==> config.mk <==
export PLATFORM = sky130hd
export DESIGN_NAME = ma_stage_inorder_completion
export DESIGN_NICKNAME = d
export VERILOG_FILES = /design/src/rtl/ma_stage_inorder_completion.sv
export SDC_FILE = /design/constraint.sdc
export NUM_CORES = 1
export LEC_CHECK = 0
export ABC_AREA = 1
export CAP_MARGIN = 20
export CORE_ASPECT_RATIO = 1.25
export CORE_MARGIN = 2
export CORE_UTILIZATION = 50
export CTS_CLUSTER_SIZE = 28
export DETAILED_ROUTE_END_ITERATION = 7
export MAX_ROUTING_LAYER = met4
export PLACE_DENSITY = 0.8
export RECOVER_POWER = 100
export SLEW_MARGIN = 20
export SYNTH_ARGS = -nofsm -noshare
export SYNTH_HDL_FRONTEND = slang
export SYNTH_SLANG_ARGS = --single-unit
==> constraint.sdc <==
create_clock -name i_clk -period 5.3 [get_ports i_clk]
set_input_delay 1.59 -clock i_clk [delete_from_list [all_inputs] [get_ports i_clk]]
set_output_delay 1.59 -clock i_clk [all_outputs]
set_load 0.03 [all_outputs]
==> src/rtl/ma_stage_inorder_completion.sv <==
// Memory-access stage: keeps EX instructions in order, pairs in-order read
// returns with their loads, extracts/extends load data and retires into WB.
module ma_stage_inorder_completion #(
  parameter int XLEN  = 32,
  parameter int DEPTH = 4,
  parameter int CNT_W = $clog2(DEPTH+1)
) (
  input  logic             i_clk,
  input  logic             i_reset,
  input  logic             i_stall,
  input  logic             i_ex_valid,
  input  logic             i_ex_is_load,
  input  logic [1:0]       i_ex_size,
  input  logic             i_ex_unsigned,
  input  logic [2:0]       i_ex_addr_lo,
  input  logic [4:0]       i_ex_rd,
  input  logic             i_ex_we,
  input  logic [XLEN-1:0]  i_ex_alu_result,
  output logic             o_ex_ready,
  input  logic             i_mem_rd_valid,
  input  logic [XLEN-1:0]  i_mem_rd_data,
  input  logic             i_amo_valid,
  input  logic [4:0]       i_amo_rd,
  input  logic [XLEN-1:0]  i_amo_result,
  output logic             o_wb_valid,
  output logic             o_wb_we,
  output logic [4:0]       o_wb_rd,
  output logic [XLEN-1:0]  o_wb_data,
  output logic [CNT_W-1:0] o_count,
  output logic             o_amo_pending
);

  localparam int PW = (DEPTH > 1) ? $clog2(DEPTH) : 1;
  localparam int AW = (XLEN == 64) ? 3 : 2;

  typedef struct packed {
    logic            ld;
    logic [1:0]      sz;
    logic            uns;
    logic [2:0]      lo;
    logic [4:0]      rd;
    logic            we;
    logic [XLEN-1:0] alu;
  } entry_t;

  entry_t          r_iq [DEPTH];
  logic [XLEN-1:0] r_dq [DEPTH];
  logic [PW-1:0]   r_iq_wp, r_iq_rp, r_dq_wp, r_dq_rp;
  logic [CNT_W-1:0] r_count, r_dcnt;
  logic            r_amo_pending;
  logic [4:0]      r_amo_rd;
  logic [XLEN-1:0] r_amo_data;
  logic            r_wb_valid, r_wb_we;
  logic [4:0]      r_wb_rd;
  logic [XLEN-1:0] r_wb_data;

  entry_t          w_head;
  logic            w_ex_ready, w_enq, w_amo_act, w_retire, w_pop_d;
  logic [AW+2:0]   w_shamt;
  logic [XLEN-1:0] w_shifted, w_load_data;
  logic            w_unused_lo;

  assign w_head     = r_iq[r_iq_rp];
  assign w_ex_ready = (r_count < CNT_W'(DEPTH));
  assign w_enq      = i_ex_valid & w_ex_ready & ~i_stall;
  // A pending AMO drains before a new one could arrive, so it takes priority.
  assign w_amo_act  = ~i_stall & (i_amo_valid | r_amo_pending);
  assign w_retire   = ~i_stall & ~w_amo_act & (r_count != '0) &
                      (~w_head.ld | (r_dcnt != '0));
  assign w_pop_d    = w_retire & w_head.ld;
  assign w_shamt    = {w_head.lo[AW-1:0], 3'b000};
  assign w_shifted  = r_dq[r_dq_rp] >> w_shamt;
  assign w_unused_lo = w_head.lo[2];

  // Load data extraction: select the addressed byte/half/word/double and extend.
  always_comb begin
    w_load_data = w_shifted;
    case (w_head.sz)
      2'd0: w_load_data = w_head.uns ? XLEN'(w_shifted[7:0])  : XLEN'($signed(w_shifted[7:0]));
      2'd1: w_load_data = w_head.uns ? XLEN'(w_shifted[15:0]) : XLEN'($signed(w_shifted[15:0]));
      2'd2: w_load_data = w_head.uns ? XLEN'(w_shifted[31:0]) : XLEN'($signed(w_shifted[31:0]));
      default: begin
        if (XLEN == 64) w_load_data = w_shifted;
        else w_load_data = w_head.uns ? XLEN'(w_shifted[31:0]) : XLEN'($signed(w_shifted[31:0]));
      end
    endcase
  end

  // Queue storage needs no reset; validity comes from the pointers and counts.
  always_ff @(posedge i_clk) begin
    if (w_enq) r_iq[r_iq_wp] <= '{i_ex_is_load, i_ex_size, i_ex_unsigned, i_ex_addr_lo,
                                   i_ex_rd, i_ex_we, i_ex_alu_result};
    if (i_mem_rd_valid) r_dq[r_dq_wp] <= i_mem_rd_data;
  end

  // Instruction queue pointers and occupancy.
  always_ff @(posedge i_clk or posedge i_reset) begin
    if (i_reset) begin
      r_iq_wp <= '0;
      r_iq_rp <= '0;
      r_count <= '0;
    end else begin
      if (w_enq)    r_iq_wp <= r_iq_wp + 1'b1;
      if (w_retire) r_iq_rp <= r_iq_rp + 1'b1;
      case ({w_enq, w_retire})
        2'b10:   r_count <= r_count + 1'b1;
        2'b01:   r_count <= r_count - 1'b1;
        default: r_count <= r_count;
      endcase
    end
  end

  // Data queue: every return beat is captured, stalled or not.
  always_ff @(posedge i_clk or posedge i_reset) begin
    if (i_reset) begin
      r_dq_wp <= '0;
      r_dq_rp <= '0;
      r_dcnt  <= '0;
    end else begin
      if (i_mem_rd_valid) r_dq_wp <= r_dq_wp + 1'b1;
      if (w_pop_d)        r_dq_rp <= r_dq_rp + 1'b1;
      case ({i_mem_rd_valid, w_pop_d})
        2'b10:   r_dcnt <= r_dcnt + 1'b1;
        2'b01:   r_dcnt <= r_dcnt - 1'b1;
        default: r_dcnt <= r_dcnt;
      endcase
    end
  end

  // AMO result parking while the pipeline is stalled.
  always_ff @(posedge i_clk or posedge i_reset) begin
    if (i_reset) begin
      r_amo_pending <= 1'b0;
      r_amo_rd      <= '0;
      r_amo_data    <= '0;
    end else if (i_amo_valid & i_stall) begin
      r_amo_pending <= 1'b1;
      r_amo_rd      <= i_amo_rd;
      r_amo_data    <= i_amo_result;
    end else if (~i_stall) begin
      r_amo_pending <= 1'b0;
    end
  end

  // WB pipeline register: AMO, retiring head, or a bubble.
  always_ff @(posedge i_clk or posedge i_reset) begin
    if (i_reset) begin
      r_wb_valid <= 1'b0;
      r_wb_we    <= 1'b0;
      r_wb_rd    <= '0;
      r_wb_data  <= '0;
    end else if (~i_stall) begin
      if (w_amo_act) begin
        r_wb_valid <= 1'b1;
        r_wb_we    <= 1'b1;
        r_wb_rd    <= r_amo_pending ? r_amo_rd   : i_amo_rd;
        r_wb_data  <= r_amo_pending ? r_amo_data : i_amo_result;
      end else if (w_retire) begin
        r_wb_valid <= 1'b1;
        r_wb_we    <= w_head.we;
        r_wb_rd    <= w_head.rd;
        r_wb_data  <= w_head.ld ? w_load_data : w_head.alu;
      end else begin
        r_wb_valid <= 1'b0;
        r_wb_we    <= 1'b0;
        r_wb_rd    <= '0;
        r_wb_data  <= '0;
      end
    end
  end

  // Protocol checks: data queue overflow and a second AMO while one is parked.
  always_ff @(posedge i_clk) begin
    if (!i_reset) begin
      assert (!(i_mem_rd_valid && (r_dcnt == CNT_W'(DEPTH)) && !w_pop_d));
      assert (!(i_amo_valid && r_amo_pending));
    end
  end

  assign o_ex_ready    = w_ex_ready;
  assign o_count       = r_count;
  assign o_amo_pending = r_amo_pending;
  assign o_wb_valid    = r_wb_valid;
  assign o_wb_we       = r_wb_we;
  assign o_wb_rd       = r_wb_rd;
  assign o_wb_data     = r_wb_data;

endmodule

==> impl_metrics.env <==
export IMPL_outcome="complete, but fails checks"
export IMPL_violations="max-capacitance violations, max-slew violations"
export IMPL_grt_start_max_net_pins=89
export IMPL_cts_hold_buf=0
export IMPL_gp_congestion=0.995
export IMPL_yosys_area_top_type="edfxtp_1"
export IMPL_final_cell_mix="nand2_1 (382), edfxtp_1 (304), o21ai_0 (125)"
export IMPL_crit_family="buffers and inverters"
export IMPL_drc=0
export IMPL_track_usage_pct=24.3
export IMPL_overflow=0
export IMPL_drt_iter0_drc=1104
export IMPL_critPathCaptureType="flip-flop"
export IMPL_fmax_mhz=224
export IMPL_nNetsFinal=1759
export IMPL_crit_fanout=27
export IMPL_slew_violations=211
export IMPL_multi_input_area_um2=4690
export IMPL_area_growth_pct=18.2
export IMPL_rsz0062_at_grt="false"
export IMPL_yosysSeqAreaShare_pct=68.0
export IMPL_slowest_delay_ns=0.55
export IMPL_final_antenna_net_count=0
export IMPL_final_layout_size_suffix_gt1_share_pct=7.37
export IMPL_path_clk_slew_ns=0.06
export IMPL_viasPerCell=5.68
export IMPL_worst_slew_pin_slew_ns=2.19
export IMPL_finalCriticalPeriod_ns=4.47
export IMPL_post_route_util_pct=59.5
export IMPL_power_density_nw_per_um2=538
export IMPL_die_height_um=209
export IMPL_drt_pass1_iter_count=5
export IMPL_synth_distinct_cells=37
export IMPL_antenna_found_initial=4
export IMPL_cts_root_buf="clkbuf_16"
export IMPL_post_dp_cell_area_um2=18700
export IMPL_crit_chain="dlygate4sd3_1 > inv_1 > nand2_1 > a31oi_1 > clkbuf_1 > nand2_1 > inv_4 > nand2_1 > inv_1 > ha_1 > inv_1 > fa_1 > a21oi_1 > o21ai_0 > xor2_1"
export IMPL_cts_inserted_buffers=37
export IMPL_reg2reg_slack_ns=1.46
export IMPL_synth_top_area_share_pct=54.4
export IMPL_wl_per_cell_um=20.0
export IMPL_start_kind="primary input"
export IMPL_io_pins=164
export IMPL_final_area_um2=19800
export IMPL_final_common_cell="nand2_1"
export IMPL_dp_hpwl_mm=27.0
export IMPL_clk_latency_ns=0.54
export IMPL_clockBufferDepth=3
export IMPL_coreArea_um2=33300
export IMPL_seq_area_um2=11400
export IMPL_max_cap_violations=6
export IMPL_ys_warn_count=0
export IMPL_post_cts_setup_buffer_count=0
export IMPL_worst_ir_drop_vdd_v=0.000324
export IMPL_setup_violations=0
export IMPL_setup_ws_ns=0.829
export IMPL_place_ws_ns=0.945
export IMPL_avgSynthCellArea_um2=11.2
export IMPL_fin_tns_setup_ns=0
export IMPL_cp_arrival_ns=4.88
export IMPL_crit_buf_inv=6
export IMPL_initial_core_util_pct=50.4
export IMPL_synth_net_count=1625
export IMPL_totalWireLength_mm=41.8
export IMPL_die_w_um=168
export IMPL_cts_sinks=395
export IMPL_port_buffers=162
export IMPL_dieArea_um2=35000
export IMPL_synthTopCellsByArea="edfxtp_1 (54%), dfrtp_1 (14%), nand2_1 (8.5%)"
export IMPL_p_leak_nw=7.55
export IMPL_timing_hold_ws_ns=0.483
export IMPL_crit_slowest_cell="dlygate4sd3_1"
export IMPL_htreeDepth=2
export IMPL_path_class="primary input to flip-flop"
export IMPL_critical_path_required_ns=5.71
export IMPL_cts_resized=0
export IMPL_synth_seq_cells=395
export IMPL_worst_hold_path_type="flip-flop to flip-flop"
export IMPL_rows=75
export IMPL_grt_pass1_wl_mm=63.5
export IMPL_fill_cells=2573
export IMPL_cts_tree="built"
export IMPL_grt_pass1_vias=11451
export IMPL_syn_inst=1493
export IMPL_relSlewSlack_pct=-46.1
export IMPL_via_count=11835
export IMPL_synthesis_area_um2=16800
export IMPL_finalHoldViolations=0
export IMPL_skew_ns=0.0174
export IMPL_min_period_over_period_pct=84.4
==> cell type report <==
class                      instances  area share (%)
antenna                            6          0.0757
clock buffer                      55            5.33
clock inverter                    12           0.467
inverter                          68            1.31
multi-input combinational        938            23.7
sequential                       395            57.5
tap                              423            2.67
timing repair buffer             187            8.98
==> final timing paths <==
| path | endpoint | cells past startpoint | start |
|---|---|---|---|
| min in group asynchronous | r_amo_data[7]$_DFFE_PP0P_ | 2 | i_reset |
| min | o_wb_data[18]$_DFFE_PP0N_ | 2 | o_wb_data[18]$_DFFE_PP0N_ |
| min reg2reg | o_wb_data[18]$_DFFE_PP0N_ | 2 | o_wb_data[18]$_DFFE_PP0N_ |
| max in group asynchronous | r_amo_data[17]$_DFFE_PP0P_ | 3 | i_reset |
| max | r_dcnt[2]$_DFFE_PP0P_ | 15 | i_stall |
| max reg2reg | r_dcnt[2]$_DFFE_PP0P_ | 15 | r_iq_rp[1]$_DFFE_PP0P_ |
==> flip-flops by register name (all words and copies together) (netlist names), 2 cells and up <==
register	count
r_dq	128
r_amo_data	32
r_dq_rp	2
r_dcnt	3
r_iq_rp	2
r_amo_rd	5
r_iq_wp	2
o_wb_rd	5
o_wb_data	32
o_count	3
r_dq_wp	2
r_iq	176
==> where the power goes <==
part | internal [W] | leakage (nW) | switching (W)
Sequential | 0.00386 | 3.86 | 0.000217
Combinational | 0.00118 | 3.12 | 0.00290
Clock | 0.00144 | 0.567 | 0.00109
==> worst min-delay path: cells and delay by family, from the launching register on <==
| family | cells | cell delay (ns) |
|---|---|---|
| simple gates | 1 | 0.05 |
| flops | 1 | 0.33 |
| compound gates | 1 | 0.06 |
==> stage by stage <==
stage,std cells,power (W)
2_1_floorplan,1493,0.00682
3_3_place_gp,2010,0.00810
3_5_place_dp,2010,0.00823
4_1_cts,2077,0.0107
5_1_grt,2082,0.0113
6_report,2084,0.0107
==> synth_stat cells <==
library cell / instances
nand2_4: 3
a32oi_1: 5
o21ai_1: 6
o311ai_1: 5
inv_4: 1
buf_4: 3
nand4_4: 1
mux2_2: 23
xor2_1: 7
nand3_2: 5
clkbuf_1: 48
nand3_4: 2
nand2_1: 380
clkinv_1: 1
buf_1: 6
a32o_1: 6
nand3_1: 115
and2_1: 1
o211ai_1: 14
edfxtp_1: 304
a22oi_1: 2
dfrtp_1: 91
ha_1: 10
a21oi_1: 91
fa_1: 2
buf_6: 6
o22ai_1: 14
nor2_1: 90
nor2_2: 2
inv_2: 4
nand2_2: 6
xnor2_1: 2
buf_2: 29
a31oi_1: 6
o21ai_0: 125
o221ai_1: 15
inv_1: 62
==> layer usage <==
layer,track usage [%],part of all wire [%],up-vias
li1,-,-,5506
met1,29.2,38,5726
met2,40.1,50,503
met3,3.86,6.7,100
met4,12.2,5.3,0
met5,-,0,-
==> cell families after synthesis <==
| family | after synthesis | synth area share (%) |
|---|---|---|
| AOI/OAI and AO/OA | 289 | 9.75 |
| xor gates and xnor gates | 9 | 0.470 |
| adders and majority gates | 12 | 0.984 |
| buffers and inverters | 160 | 4.15 |
| DFF | 395 | 68.0 |
| muxes | 23 | 1.54 |
| and+or+nand+nor | 605 | 15.1 |
Power figures use the tool's default switching activity.
